$ cat src/rtl/uart_sched_pkg.sv
// ----------------------------------------------------------------------------
// uart_sched_pkg
// Shared definitions for the UART transmit scheduler:
//   state_t          - FSM encoding (IDLE = 0, WAIT = 1)
//   DATA_W           - byte width handed to the transmitter
//   MIN_FRAME_CYCLES - shortest legal frame (start + 8 data + stop)
//   ID_W             - width of a requester index (up to 8 requesters)
//   clog2()          - constant ceiling-log2 used to size the frame counter
// ----------------------------------------------------------------------------
package uart_sched_pkg;

    typedef enum logic {
        IDLE = 1'b0,
        WAIT = 1'b1
    } state_t;

    localparam int DATA_W           = 8;
    localparam int MIN_FRAME_CYCLES = 10;
    localparam int ID_W             = 3;

    // Ceiling log2 with a fixed iteration bound so it folds to a constant.
    function automatic int clog2(input int value);
        int result;
        int rem;
        result = 0;
        rem    = value - 1;
        for (int i = 0; i < 32; i++) begin
            if (rem > 0) begin
                result = result + 1;
                rem    = rem >> 1;
            end
        end
        return result;
    endfunction

endpackage

$ cat src/rtl/uart_tx_sched_rr_arbiter.sv
// ----------------------------------------------------------------------------
// rr_arbiter
// Combinational round-robin picker. Searches i_req starting one position
// after i_ptr, wrapping around, and returns the first set bit.
// Ports:
//   i_req   [N_REQ]  pending request vector
//   i_ptr   [ID_W]   index of the most recently granted requester
//   o_valid          at least one request is pending
//   o_grant [N_REQ]  one-hot winner
//   o_idx   [ID_W]   binary index of the winner
// ----------------------------------------------------------------------------
module rr_arbiter
    import uart_sched_pkg::*;
#(
    parameter int N_REQ = 4
) (
    input  logic [N_REQ-1:0] i_req,
    input  logic [ID_W-1:0]  i_ptr,
    output logic             o_valid,
    output logic [N_REQ-1:0] o_grant,
    output logic [ID_W-1:0]  o_idx
);

    // Walk the candidates in priority order (ptr+1, ptr+2, ...). The inner
    // loop keeps every bit select at a constant index.
    always_comb begin
        o_valid = 1'b0;
        o_grant = '0;
        o_idx   = '0;
        for (int k = 1; k <= N_REQ; k++) begin
            for (int i = 0; i < N_REQ; i++) begin
                if (!o_valid && i_req[i] && (((int'(i_ptr) + k) % N_REQ) == i)) begin
                    o_valid    = 1'b1;
                    o_grant[i] = 1'b1;
                    o_idx      = ID_W'(i);
                end
            end
        end
    end

endmodule

$ cat src/rtl/uart_tx_sched.sv
// ----------------------------------------------------------------------------
// uart_tx_sched
// Shares one byte-serial UART transmitter among N_REQ byte producers.
// In IDLE a pending requester is chosen round-robin, its byte is launched
// with a one-cycle o_uart_ready strobe and the requester gets a one-cycle
// o_grant_ack. The scheduler then sits in WAIT for the full frame (plus
// GAP_CYCLES of idle line) before arbitrating again.
//
// Optional feature macro: UART_SCHED_LOCK_EN
//   Adds i_req_lock. A grant taken with its lock bit set keeps that
//   requester first in line until it stops requesting or is granted
//   with the lock bit clear.
//
// Ports:
//   i_clk        system clock, rising edge
//   i_rst        asynchronous active-high reset
//   i_req        [N_REQ]    byte pending per requester, held until ack
//   i_req_data   [8*N_REQ]  byte of requester i at [8*i+7:8*i]
//   i_req_lock   [N_REQ]    burst lock request (UART_SCHED_LOCK_EN only)
//   o_grant_ack  [N_REQ]    one-cycle accept pulse
//   o_grant_id   [3]        index of last granted requester
//   o_uart_data  [8]        byte to transmitter, valid with o_uart_ready
//   o_uart_ready            one-cycle launch strobe
//   o_busy                  frame in flight
// ----------------------------------------------------------------------------
module uart_tx_sched
    import uart_sched_pkg::*;
#(
    parameter int N_REQ        = 4,
    parameter int FRAME_CYCLES = 10,
    parameter int GAP_CYCLES   = 0
) (
    input  logic                    i_clk,
    input  logic                    i_rst,
    input  logic [N_REQ-1:0]        i_req,
    input  logic [DATA_W*N_REQ-1:0] i_req_data,
`ifdef UART_SCHED_LOCK_EN
    input  logic [N_REQ-1:0]        i_req_lock,
`endif
    output logic [N_REQ-1:0]        o_grant_ack,
    output logic [ID_W-1:0]         o_grant_id,
    output logic [DATA_W-1:0]       o_uart_data,
    output logic                    o_uart_ready,
    output logic                    o_busy
);

    // A frame shorter than start+8+stop cannot be honoured by the
    // transmitter, so shorter settings are clamped up.
    localparam int FRAME_EFF = (FRAME_CYCLES < MIN_FRAME_CYCLES) ? MIN_FRAME_CYCLES : FRAME_CYCLES;
    localparam int TOTAL     = FRAME_EFF + GAP_CYCLES;
    localparam int CNT_W     = clog2(TOTAL);
    // The grant edge itself and the edge returning to IDLE both belong to
    // the frame period, hence the -2.
    localparam logic [CNT_W-1:0] CNT_LAST = CNT_W'(TOTAL - 2);
    localparam logic [ID_W-1:0]  PTR_INIT = ID_W'(N_REQ - 1);

    state_t              r_state;
    state_t              w_state_nxt;
    logic [CNT_W-1:0]    r_cnt;
    logic [CNT_W-1:0]    w_cnt_nxt;
    logic [ID_W-1:0]     r_ptr;
    logic [ID_W-1:0]     w_ptr_nxt;
    logic                r_uart_ready;
    logic                w_uart_ready_nxt;
    logic [DATA_W-1:0]   r_uart_data;
    logic [DATA_W-1:0]   w_uart_data_nxt;
    logic [N_REQ-1:0]    r_grant_ack;
    logic [N_REQ-1:0]    w_grant_ack_nxt;
    logic [ID_W-1:0]     r_grant_id;
    logic [ID_W-1:0]     w_grant_id_nxt;
    logic                r_busy;
    logic                w_busy_nxt;

    logic                w_arb_valid;
    logic [N_REQ-1:0]    w_arb_grant;
    logic [ID_W-1:0]     w_arb_idx;

    logic                w_win_valid;
    logic [ID_W-1:0]     w_win_idx;
    logic [N_REQ-1:0]    w_win_onehot;
    logic [DATA_W-1:0]   w_win_data;

`ifdef UART_SCHED_LOCK_EN
    logic                r_lock_active;
    logic                w_lock_active_nxt;
    logic [ID_W-1:0]     r_lock_id;
    logic [ID_W-1:0]     w_lock_id_nxt;
    logic                w_lock_req;
    logic                w_win_lock;
`endif

    rr_arbiter #(
        .N_REQ (N_REQ)
    ) u_arb (
        .i_req   (i_req),
        .i_ptr   (r_ptr),
        .o_valid (w_arb_valid),
        .o_grant (w_arb_grant),
        .o_idx   (w_arb_idx)
    );

    // Winner selection: round-robin result, optionally overridden by an
    // active burst lock whose owner is still requesting.
    always_comb begin
        w_win_valid  = w_arb_valid;
        w_win_idx    = w_arb_idx;
        w_win_onehot = w_arb_grant;
`ifdef UART_SCHED_LOCK_EN
        w_lock_req = 1'b0;
        for (int i = 0; i < N_REQ; i++) begin
            if (int'(r_lock_id) == i) begin
                w_lock_req = i_req[i];
            end
        end
        if (r_lock_active && w_lock_req) begin
            w_win_valid  = 1'b1;
            w_win_idx    = r_lock_id;
            w_win_onehot = '0;
            for (int i = 0; i < N_REQ; i++) begin
                if (int'(r_lock_id) == i) begin
                    w_win_onehot[i] = 1'b1;
                end
            end
        end
        w_win_lock = 1'b0;
        for (int i = 0; i < N_REQ; i++) begin
            if (int'(w_win_idx) == i) begin
                w_win_lock = i_req_lock[i];
            end
        end
`endif
        w_win_data = '0;
        for (int i = 0; i < N_REQ; i++) begin
            if (int'(w_win_idx) == i) begin
                w_win_data = i_req_data[DATA_W*i +: DATA_W];
            end
        end
    end

    // Next-state and registered-output logic. Strobes default low so they
    // only ever last a single cycle.
    always_comb begin
        w_state_nxt      = r_state;
        w_cnt_nxt        = r_cnt;
        w_ptr_nxt        = r_ptr;
        w_uart_ready_nxt = 1'b0;
        w_uart_data_nxt  = r_uart_data;
        w_grant_ack_nxt  = '0;
        w_grant_id_nxt   = r_grant_id;
        w_busy_nxt       = r_busy;
`ifdef UART_SCHED_LOCK_EN
        w_lock_active_nxt = r_lock_active;
        w_lock_id_nxt     = r_lock_id;
`endif
        case (r_state)
            IDLE: begin
`ifdef UART_SCHED_LOCK_EN
                // Lock owner stopped requesting: release the lock.
                if (r_lock_active && !w_lock_req) begin
                    w_lock_active_nxt = 1'b0;
                end
`endif
                if (w_win_valid) begin
                    w_uart_data_nxt  = w_win_data;
                    w_uart_ready_nxt = 1'b1;
                    w_grant_ack_nxt  = w_win_onehot;
                    w_grant_id_nxt   = w_win_idx;
                    w_ptr_nxt        = w_win_idx;
                    w_cnt_nxt        = '0;
                    w_busy_nxt       = 1'b1;
                    w_state_nxt      = WAIT;
`ifdef UART_SCHED_LOCK_EN
                    w_lock_active_nxt = w_win_lock;
                    w_lock_id_nxt     = w_win_idx;
`endif
                end
            end
            WAIT: begin
                w_cnt_nxt = r_cnt + CNT_W'(1);
                if (r_cnt == CNT_LAST) begin
                    w_state_nxt = IDLE;
                    w_busy_nxt  = 1'b0;
                end
            end
            default: begin
                w_state_nxt = IDLE;
                w_busy_nxt  = 1'b0;
            end
        endcase
    end

    // State and output registers. The pointer resets to the last requester
    // so requester 0 wins the first arbitration.
    always_ff @(posedge i_clk or posedge i_rst) begin
        if (i_rst) begin
            r_state      <= IDLE;
            r_cnt        <= '0;
            r_ptr        <= PTR_INIT;
            r_uart_ready <= 1'b0;
            r_uart_data  <= '0;
            r_grant_ack  <= '0;
            r_grant_id   <= '0;
            r_busy       <= 1'b0;
`ifdef UART_SCHED_LOCK_EN
            r_lock_active <= 1'b0;
            r_lock_id     <= '0;
`endif
        end else begin
            r_state      <= w_state_nxt;
            r_cnt        <= w_cnt_nxt;
            r_ptr        <= w_ptr_nxt;
            r_uart_ready <= w_uart_ready_nxt;
            r_uart_data  <= w_uart_data_nxt;
            r_grant_ack  <= w_grant_ack_nxt;
            r_grant_id   <= w_grant_id_nxt;
            r_busy       <= w_busy_nxt;
`ifdef UART_SCHED_LOCK_EN
            r_lock_active <= w_lock_active_nxt;
            r_lock_id     <= w_lock_id_nxt;
`endif
        end
    end

    assign o_grant_ack  = r_grant_ack;
    assign o_grant_id   = r_grant_id;
    assign o_uart_data  = r_uart_data;
    assign o_uart_ready = r_uart_ready;
    assign o_busy       = r_busy;

endmodule

$ cat config.mk
export PLATFORM = sky130hd
export DESIGN_NAME = uart_tx_sched
export DESIGN_NICKNAME = d
export VERILOG_FILES = /design/src/rtl/uart_sched_pkg.sv /design/src/rtl/uart_tx_sched_rr_arbiter.sv /design/src/rtl/uart_tx_sched.sv
export SDC_FILE = /design/constraint.sdc
export NUM_CORES = 1
export LEC_CHECK = 0
export CAP_MARGIN = 20
export CORE_UTILIZATION = 45
export DETAILED_ROUTE_END_ITERATION = 10
export PLACE_DENSITY = 0.86
export SETUP_SLACK_MARGIN = 0.5
export SYNTH_ARGS = -nofsm -noshare
export SYNTH_HDL_FRONTEND = slang
export SYNTH_HIERARCHICAL = 1
export SYNTH_SLANG_ARGS = --single-unit
$ cat constraint.sdc
create_clock -name i_clk -period 5.17 [get_ports i_clk]
set_input_delay 1.034 -clock i_clk [delete_from_list [all_inputs] [get_ports i_clk]]
set_output_delay 1.034 -clock i_clk [all_outputs]
set_load 0.005 [all_outputs]
=== Word-level counts from Yosys, hierarchy flattened ===
Index checks and enable logic that the tools add are counted.

* Muxes and demuxes: 61
* Equal/unequal tests: 18
* $add $sub $neg: 5
* Reduce and logical (&&, ||, !) cells: 57
* Bitwise logic cells: 5

{| class="wikitable"
|+ Operators with widths
! kind !! count
|-
| $logic_not 32->1 || 4
|-
| $mux 1 || 37
|-
| $mux 8 || 4
|-
| $logic_and 1x1->1 || 31
|-
| $mux 2 || 14
|-
| $eq 3x3->1 const B || 8
|-
| $logic_not 1->1 || 15
|-
| $eq 3x2->1 const B || 4
|-
| $mux 4 || 3
|-
| $pmux 4 s2 || 1
|-
| $reduce_or 2->1 || 4
|-
| $add 2x1->2 const B || 2
|-
| $add 2x2->2 const B || 2
|-
| $add 4x1->4 const B || 1
|-
| $and 1x1->1 const A || 4
|-
| $eq 2x2->1 const B || 2
|-
| $eq 4x4->1 const B || 1
|-
| $ne 2x1->1 const B || 2
|-
| $pmux 1 s2 || 2
|-
| $reduce_and 2->1 || 2
|-
| $logic_not 3->1 || 1
|-
| $eq 2x1->1 const B || 1
|-
| $not 1->1 || 1
|}

* Register bits: 23
* Input bits: 38
* Output and inout port bits: 17
* Logic and storage cells: 154

=== Logic depth before layout (Yosys ltp) ===
Gate-level depths: netlist of run 1.

* Word-level depth: 71
* Mapped depth: 7
* Gate-level depth less buffers: 6

=== Cells and area by module ===
The synthesis of run 1 kept the hierarchy.

{| class="wikitable"
|+ By module, submodules not included
! module !! area an instance (um^2) !! sequential area each (um^2) !! instances !! cells an instance
|-
| uart_tx_sched || 1108.6 || 603.1 || 1 || 84
|-
| rr_arbiter || 162.7 || 0.0 || 1 || 26
|}

=== Least setup slack after synthesis of run 1 ===
OpenSTA, ideal clock, no wires.

* Kind: input-to-reg
* From: input port i_req[0]
* To: register r_uart_data[1] (netlist: o_uart_data[1])
* Cell stages on the path: 6
* Arrival time: 2.347 ns
* Path slack: 2.702 ns
* Buffers on the path: 1
* Library setup time: 0.121 ns
* Required time: 5.049 ns
* Path through: nand2b_1 and3_1 o32ai_1 buf_6 mux4_2 a22o_1

* Longest elaborated chain between the ends: 67
* Elaborated cells between the ends (all ways): 86
* Those cells by class: eq/ne (3); mux (35); reduce/logical (48)

{| class="wikitable"
|+ RTL lines
! item !! line !! RTL
|-
| start: declaration || uart_tx_sched.sv:35 || <nowiki>input logic [N_REQ-1:0] i_req,</nowiki>
|-
| $logic_and 1x1->1 || uart_tx_sched_rr_arbiter.sv:32 || <nowiki>if (!o_valid && i_req[i] && (((int'(i_ptr) + k) % N_REQ) == i)) begin</nowiki>
|-
| $mux 1 || uart_tx_sched_rr_arbiter.sv:32 ||
|-
| $logic_not 1->1 || uart_tx_sched_rr_arbiter.sv:32 ||
|-
| $logic_and 1x1->1 (2 in a row) || uart_tx_sched_rr_arbiter.sv:32 ||
|-
| $mux 1 || uart_tx_sched_rr_arbiter.sv:32 ||
|-
| $logic_not 1->1 || uart_tx_sched_rr_arbiter.sv:32 ||
|-
| $logic_and 1x1->1 (2 in a row) || uart_tx_sched_rr_arbiter.sv:32 ||
|-
| $mux 1 || uart_tx_sched_rr_arbiter.sv:32 ||
|-
| (+47 left out) || - ||
|-
| $mux 1 || uart_tx_sched_rr_arbiter.sv:32 ||
|-
| $logic_not 1->1 || uart_tx_sched_rr_arbiter.sv:32 ||
|-
| $logic_and 1x1->1 (2 in a row) || uart_tx_sched_rr_arbiter.sv:32 ||
|-
| $mux 2 (*) || uart_tx_sched_rr_arbiter.sv:32 ||
|-
| named net w_arb_idx[0] || uart_tx_sched.sv:76 || <nowiki>logic [ID_W-1:0] w_arb_idx;</nowiki>
|-
| $logic_not 3->1 || uart_tx_sched.sv:134 || <nowiki>if (int'(w_win_idx) == i) begin</nowiki>
|-
| $mux 8 (3 in a row) || uart_tx_sched.sv:134 ||
|-
| $mux 8 (*) || uart_tx_sched.sv:134 ||
|-
| end signal: assignment || uart_tx_sched.sv:213 || <nowiki>r_uart_data <= w_uart_data_nxt;</nowiki>
|-
| end: declaration || uart_tx_sched.sv:65 || <nowiki>logic [DATA_W-1:0] r_uart_data;</nowiki>
|}

Mark *: on every way through the listed nets, which the timed path passes. The rest lies on a longest branch.
A chain may end at the register's enable or synchronous reset.

=== Final worst setup path of run 1 ===
* From: input port i_req[3]
* To: register r_uart_data[6] (netlist: o_uart_data[6])

* Longest elaborated chain between the ends: 56
* Elaborated cells between the ends (all ways): 73
* Those cells by class: eq/ne (3); mux (30); reduce/logical (40)

{| class="wikitable"
|+ RTL lines
! item !! line
|-
| $logic_and 1x1->1 (2 in a row) || uart_tx_sched_rr_arbiter.sv:32
|-
| $mux 1 || uart_tx_sched_rr_arbiter.sv:32
|-
| $logic_not 1->1 || uart_tx_sched_rr_arbiter.sv:32
|-
| $logic_and 1x1->1 (2 in a row) || uart_tx_sched_rr_arbiter.sv:32
|-
| $mux 1 || uart_tx_sched_rr_arbiter.sv:32
|-
| $logic_not 1->1 || uart_tx_sched_rr_arbiter.sv:32
|-
| $logic_and 1x1->1 (2 in a row) || uart_tx_sched_rr_arbiter.sv:32
|-
| $mux 1 || uart_tx_sched_rr_arbiter.sv:32
|-
| (+35 left out) || -
|-
| $mux 1 || uart_tx_sched_rr_arbiter.sv:32
|-
| $logic_not 1->1 || uart_tx_sched_rr_arbiter.sv:32
|-
| $logic_and 1x1->1 (2 in a row) || uart_tx_sched_rr_arbiter.sv:32
|-
| $mux 2 (*) || uart_tx_sched_rr_arbiter.sv:32
|-
| named net w_arb_idx[0] || uart_tx_sched.sv:76
|-
| $logic_not 3->1 || uart_tx_sched.sv:134
|-
| $mux 8 (3 in a row) || uart_tx_sched.sv:134
|-
| $mux 8 (*) || uart_tx_sched.sv:134
|}

Marked as above.

==> results of run 1 <==
-- per-layer routing --
layer  vias to the layer above  GRT usage  routed length (um)
met3                         4    0.03552                 128
li1                        505          -                   -
met2                        47     0.4177                1833
met5                         -          0                   0
met1                       556     0.3066                1428
met4                         0    0.06250                  35
-- power by group --
part | switching [W] | leakage, nW | total (W) | internal [W]
sequential | 0.0000647 | 0.300 | 0.000329 | 0.000264
clock | 0.0000547 | 0.0138 | 0.0000820 | 0.0000272
combinational | 0.000173 | 0.483 | 0.000420 | 0.000247
-- critical path, cell delays in order --
cell	delay [ns]
clkdlybuf4s50_1	0.59
nor2_1	0.10
o32ai_2	0.82
mux4_2	0.62
a22o_1	0.21
-- cell usage after synthesis --
library cell | number | area [um2]
a21oi_1 | 4 | 20.02
a221oi_1 | 1 | 8.760
a22o_1 | 9 | 78.83
a31oi_1 | 2 | 12.51
a32o_1 | 1 | 10.01
and2_1 | 4 | 25.02
and2b_4 | 1 | 10.01
and3_1 | 1 | 6.260
buf_1 | 1 | 3.750
buf_2 | 2 | 10.01
buf_4 | 2 | 15.01
buf_6 | 1 | 11.26
clkbuf_2 | 1 | 5.000
clkinv_1 | 1 | 3.750
conb_1 | 1 | 3.750
dfrtp_1 | 22 | 550.5
dfstp_2 | 2 | 52.55
ha_1 | 2 | 25.02
inv_1 | 5 | 18.77
mux2_2 | 1 | 11.26
mux2i_1 | 2 | 20.02
mux4_2 | 8 | 180.2
nand2_1 | 15 | 56.30
nand2b_1 | 2 | 12.51
nand2b_2 | 1 | 8.760
nand3_1 | 1 | 5.000
nand4_1 | 1 | 6.260
nor2_1 | 6 | 22.52
nor2_2 | 1 | 6.260
nor2b_1 | 2 | 12.51
nor3_1 | 1 | 5.000
o221a_2 | 2 | 22.52
o22ai_1 | 1 | 6.260
o2bb2ai_1 | 1 | 8.760
o31ai_1 | 1 | 7.510
o32ai_1 | 1 | 8.760
-- final cells by class --
| class | count | area [um2] | area share |
|---|---|---|---|
| multi-input cells | 73 | 608.1 | 0.3306 |
| flip-flops and latches | 24 | 603.1 | 0.3279 |
| repair buffers | 55 | 545.5 | 0.2966 |
| well taps | 30 | 37.54 | 0.02041 |
| clock buffers | 3 | 22.52 | 0.01224 |
| inverters | 6 | 22.52 | 0.01224 |
-- metrics by stage --
step | power, W | util
floorplan | 0.0005858 | -
global placement | 0.0007205 | 0.7057
detailed placement | 0.0007474 | 0.7057
CTS | 0.0008281 | 0.7144
global route | 0.0008822 | 0.7164
finish | 0.0008303 | 0.7164
-- how the worst max path moves through the flow --
stage	startpoint	end	slack, ns	cells past startpoint
after floorplan	i_req[0]	o_uart_data[1]	2.70	6
after global placement	i_req[1]	o_uart_data[6]	1.56	6
after detailed placement	i_req[1]	o_uart_data[2]	1.42	6
after CTS	i_req[1]	o_uart_data[2]	1.76	6
after global routing	i_req[3]	o_uart_data[1]	1.87	5
final	i_req[3]	o_uart_data[6]	2.02	5
-- cells by family (layout without fill, tap and decap cells) --
family,after synthesis,in the layout,synth area share
compound gates,23,23,0.1447
other cells,1,1,0.002950
simple gates,36,36,0.1388
mux,11,11,0.1663
fa+ha+maj,2,2,0.01968
buf+inv,13,64,0.05314
flops,24,24,0.4744
-- sequential cells by signal, indices dropped and copies added, names as in the netlist --
signal and count:
o_busy 1, o_grant_ack 4, o_grant_id 2, o_uart_data 8, o_uart_ready 1, r_cnt 4, r_ptr 3, r_state 1
-- placed cells by master (no fill, tap or decap), drive strengths merged, types with 2 or more instances in the layout --
cell,n
clkbuf,3
a21oi,4
clkdlybuf4s50,54
o221a,2
ha,2
a31oi,2
inv,5
mux2i,2
a22o,9
nor2,7
nand2,15
nor2b,2
dfrtp,22
mux4,8
and2,4
nand2b,3
dfstp,2
==> results.toml, run 1 <==
[worst_hold_path]
min_delay_path_depth = 2
worst_hold_path_type = "flop to flop"
hold_path_end = "o_grant_id[1]"
hold_path.startpoint = "o_grant_id[1]"

[critical_path]
regToRegEndpoint = "o_uart_data[6]"
critical_path.reg2reg.startpoint = "r_ptr[0]"
worstRegToRegCells = 5
critPathCaptureType = "flop"
worst-setup-path-type = "primary input to flop"
regToRegSetupSlack_ns = 2.81
critPathLaunchType = "primary input"
crit_required_ns = 5.39
critPathMaxFanout = 9
crit_path_dat_ns = 3.37

[logic_synthesis]
synthesis.nets = 150
syn_inst = 110
post_synth.cell_area_avg_um2 = 11.56
synth_register_bits = 24
netlist_area_um2 = 1271
synthesis.yosys.warnings = 6
sequential_element_share_of_the_synthesized_area = 0.4744
synth_cell_types = 36

[cts]
cts.hold.buffers_added = 0
ctsHtreeMaxLevel = 1
cts_resized = 0
cts_buffers = 3
tritoncts_clock_tree = "done"
clk_latency_ns = 0.31
post-cts-setup-buffer-count = 0
cts_root_buffer = "clkbuf_4"
ctsLongestPathBuffers = 2
clk_pin_slew_ns = 0.13
cts.sink_count = 24

[sta]
tightestPinTransition_ns = 1.000
fin_tns_setup_ns = 0
setup_violations = 0
post_route_clock_period_utilization = 0.6095
setup_repair_after_global_routing_missed_its_margin = "no"
finalHoldViolations = 0
period_minus_slack_ns = 3.151
finalClockSkew_ns = 0.01012
final_max_slew_viol_count = 0
maxClockFrequency_ghz = 0.3174
timing.max_slew.rel_slack = 0.3331
final_setup_slack_of_the_worst_path_ns = 2.019
hold-worst-slack_ns = 0.5074

[die]
start_util = 0.4951
ioPinCount = 55
coreArea_um2 = 2567
rows = 18
die_area_um2 = 3042
die_x_um = 55.15
die_h_um = 55.15

[global_route]
grt_remaining_overflow = 0
via_count_of_the_first_global_routing_pass = 1064
antenna_found_initial = 0
grt_max_degree = 25
grt_pass1_wl_um = 4947
gr-usage-all-layers = 0.2387

[detailed_routing]
detail_route.vias_per_cell = 5.822
detailedRoute.firstIterationViolations = 35
firstDrtPassIters = 4
route.detailed.drc = 0
post_detailed_route_wirelength_per_cell_um = 17.93
routed_wirelength_um = 3425
route.antenna.remaining_nets = 0
dr_total_vias = 1112

[finish]
final_net_count = 203
syn2layout_area_growth_pct = 44.68
layoutNonFillerInstCount = 191
antenna_cells_inserted = 0
final.fill_count = 197
post-route-cell-area_um2 = 1839
drive_gt1_frac = 0.1304

[placed_design]
post-place-cells = 187
detailed_place.area_um2 = 1812
detailedPlacementHpwl_um = 2670
place.gp.congestion = 0.7338
pre_cts_ws_ns = 1.417
port-buffer-count = 54

[job]
max_cap_violations = 0

[power]
power.ir.vdd_worst_uv = 314.2
power-per-cell-area_nw_per_um2 = 451.4
static-leakage-power_nw = 0.7965

[status]
status = "complete, no violations"
Power figures use the tool's default switching activity.
==> run 2: changes to the inputs <==
--- a/config.mk
+++ b/config.mk
@@ -6,9 +6,9 @@
 export NUM_CORES = 1
 export LEC_CHECK = 0
 export CAP_MARGIN = 20
-export CORE_UTILIZATION = 45
+export CORE_UTILIZATION = 42
 export DETAILED_ROUTE_END_ITERATION = 10
-export PLACE_DENSITY = 0.86
+export PLACE_DENSITY = 0.81
 export SETUP_SLACK_MARGIN = 0.5
 export SYNTH_ARGS = -nofsm -noshare
 export SYNTH_HDL_FRONTEND = slang
==> constraint.sdc (replaced) <==
create_clock -name i_clk -period 3.21 [get_ports i_clk]
set_input_delay 0.642 -clock i_clk [delete_from_list [all_inputs] [get_ports i_clk]]
set_output_delay 0.642 -clock i_clk [all_outputs]
set_load 0.005 [all_outputs]
==> results.toml, run 2 (synthesis gave the netlist of run 1 again) <==
[status]
status = "finished, violations left"
violations_in_the_final_reports = "DRC"

[sta]
post_route_clock_period_utilization = 0.7652
setup_repair_after_global_routing_missed_its_margin = "no"
maxClockFrequency_ghz = 0.4071
tightestPinTransition_ns = 0.8876
period_minus_slack_ns = 2.456
final_setup_slack_of_the_worst_path_ns = 0.7536
setup_violations = 0
timing.max_slew.rel_slack = 0.4076
final_max_slew_viol_count = 0
finalHoldViolations = 0
finalClockSkew_ns = 0.005786
fin_tns_setup_ns = 0

[cts]
post-cts-setup-buffer-count = 0
cts_resized = 0
cts_root_buffer = "clkbuf_4"
ctsHtreeMaxLevel = 1
tritoncts_clock_tree = "done"
cts_buffers = 3
ctsLongestPathBuffers = 2
clk_latency_ns = 0.30
clk_pin_slew_ns = 0.13
cts.sink_count = 24
cts.hold.buffers_added = 0

[placed_design]
detailed_place.area_um2 = 1828
pre_cts_ws_ns = 0.4536
port-buffer-count = 54
place.gp.congestion = 0.7586
detailedPlacementHpwl_um = 2394

[power]
sw_frac_of_total = 0.3210
power.share.sequential = 0.372
power.clock.fraction = 0.150
power-per-cell-area_nw_per_um2 = 752.0
cell_internal_pwr_w = 0.0009602
power.share.combinational = 0.478
static-leakage-power_nw = 0.8161
power.switching_w = 0.0004540
power.ir.vdd_worst_uv = 360.9

[critical_path]
regToRegEndpoint = "o_uart_data[5]"
crit_required_ns = 3.42
worst-setup-path-type = "primary input to flop"
setup.worst_path.end = "o_uart_data[5]"
critPathMaxFanout = 9
worstRegToRegCells = 6
worst-path-stages = 7
critPathCaptureType = "flop"
critical_path.startpoint = "i_req[3]"
critical_path.reg2reg.startpoint = "r_ptr[0]"
timing.critical_path.buf_inv = 2
critPathLaunchType = "primary input"
worst_path_largest_cell_delay_ns = 0.60
crit_path_cell_trace = "clkdlybuf4s50_1 -> nor2b_1 -> nor3_1 -> o32ai_2 -> buf_4 -> mux4_2 -> a22o_1"
cpMaxStageDelayCell = "clkdlybuf4s50_1"
path_delay_family = "buffers and inverters"
regToRegSetupSlack_ns = 1.11
crit_path_dat_ns = 2.66

[detailed_routing]
firstDrtPassIters = 7
routed_wirelength_um = 2987
detail_route.vias_per_cell = 5.526
route.antenna.remaining_nets = 0
dr_total_vias = 1072
top_signal_layer_used = "met4"
wl_met1_um = 1213
routed-wl-met3_um = 94
route.detailed.drc = 2
routed-wl-met2_um = 1637
post_detailed_route_wirelength_per_cell_um = 15.40
detailedRoute.firstIterationViolations = 33

[finish]
syn2layout_area_growth_pct = 47.93
final_net_count = 204
mostFrequentLayoutCell = "clkdlybuf4s50_1"
drive_gt1_frac = 0.1411
antenna_cells_inserted = 0
largest_reg_flops = 8
layout_common_cells = "clkdlybuf4s50_1, dfrtp_1, nand2_1"
fin_util = 0.6704
post-route-cell-area_um2 = 1881

[global_route]
grt_pass1_wl_um = 4919
antenna_found_initial = 0
grt_remaining_overflow = 0
gr-usage-all-layers = 0.1980
via_count_of_the_first_global_routing_pass = 1070
grt_max_degree = 25

[die]
die_area_um2 = 3251
coreArea_um2 = 2805
start_util = 0.4532
die_x_um = 57.02
ioPinCount = 55
die_h_um = 57.02
rows = 19

[worst_hold_path]
worst_hold_path_type = "flop to flop"

[job]
max_cap_violations = 0
==> run 2: through the flow <==
stage	std cells	total power (W)	hold WS [ns]
4_1_cts	194	0.001422	0.5044
3_3_place_gp	190	0.001177	0.4679
6_report	194	0.001414	0.5009
3_5_place_dp	190	0.001209	0.4732
2_1_floorplan	110	0.0009435	0.4386
5_1_grt	194	0.001503	0.5308
==> run 2: how the worst min path moves through the flow <==
| stage | start | endpoint | slack [ns] | cells past startpoint |
|---|---|---|---|---|
| global route | r_ptr[0] | r_ptr[0] | 0.53 | 2 |
| global placement | r_ptr[2] | r_ptr[2] | 0.47 | 2 |
| finish | r_ptr[2] | r_ptr[2] | 0.50 | 2 |
| floorplan | r_ptr[1] | r_ptr[1] | 0.44 | 2 |
| CTS | r_ptr[2] | r_ptr[2] | 0.50 | 2 |
| detailed placement | r_ptr[2] | r_ptr[2] | 0.47 | 2 |
==> run 2: worst register-to-register path: stages, from the launching register on <==
cell and delay (ns):
dfstp_2 0.60, and2b_4 0.21, nor3_1 0.22, o32ai_2 0.12
buf_4 0.20, mux4_2 0.44, a22o_1 0.21
==> run 2: layout make-up <==
type / instances / area, um2
Clock inverter: 1 / 30.03
Fill cell: 231 / 924.6
Timing Repair Buffer: 56 / 555.5
Multi-Input combinational cell: 73 / 608.1
Clock buffer: 3 / 22.52
Tap cell: 31 / 38.79
Sequential cell: 24 / 603.1
Inverter: 6 / 22.52
==> run 2: per-layer routing <==
| metal | vias to the layer above | GRT usage |
|---|---|---|
| li1 | 504 | - |
| met1 | 535 | 0.2364 |
| met2 | 29 | 0.3613 |
| met3 | 4 | 0.02721 |
| met4 | 0 | 0.07666 |
| met5 | - | 0 |
==> run 2: power groups by stage <==
stage | clock network, W | logic [W] | registers [W]
after detailed placement | 0 | 0.000678 | 0.000531
after global placement | 0 | 0.000653 | 0.000523
final | 0.000212 | 0.000676 | 0.000526
after CTS | 0.000215 | 0.000680 | 0.000526
after global routing | 0.000227 | 0.000733 | 0.000543
after floorplan | 0 | 0.000445 | 0.000498
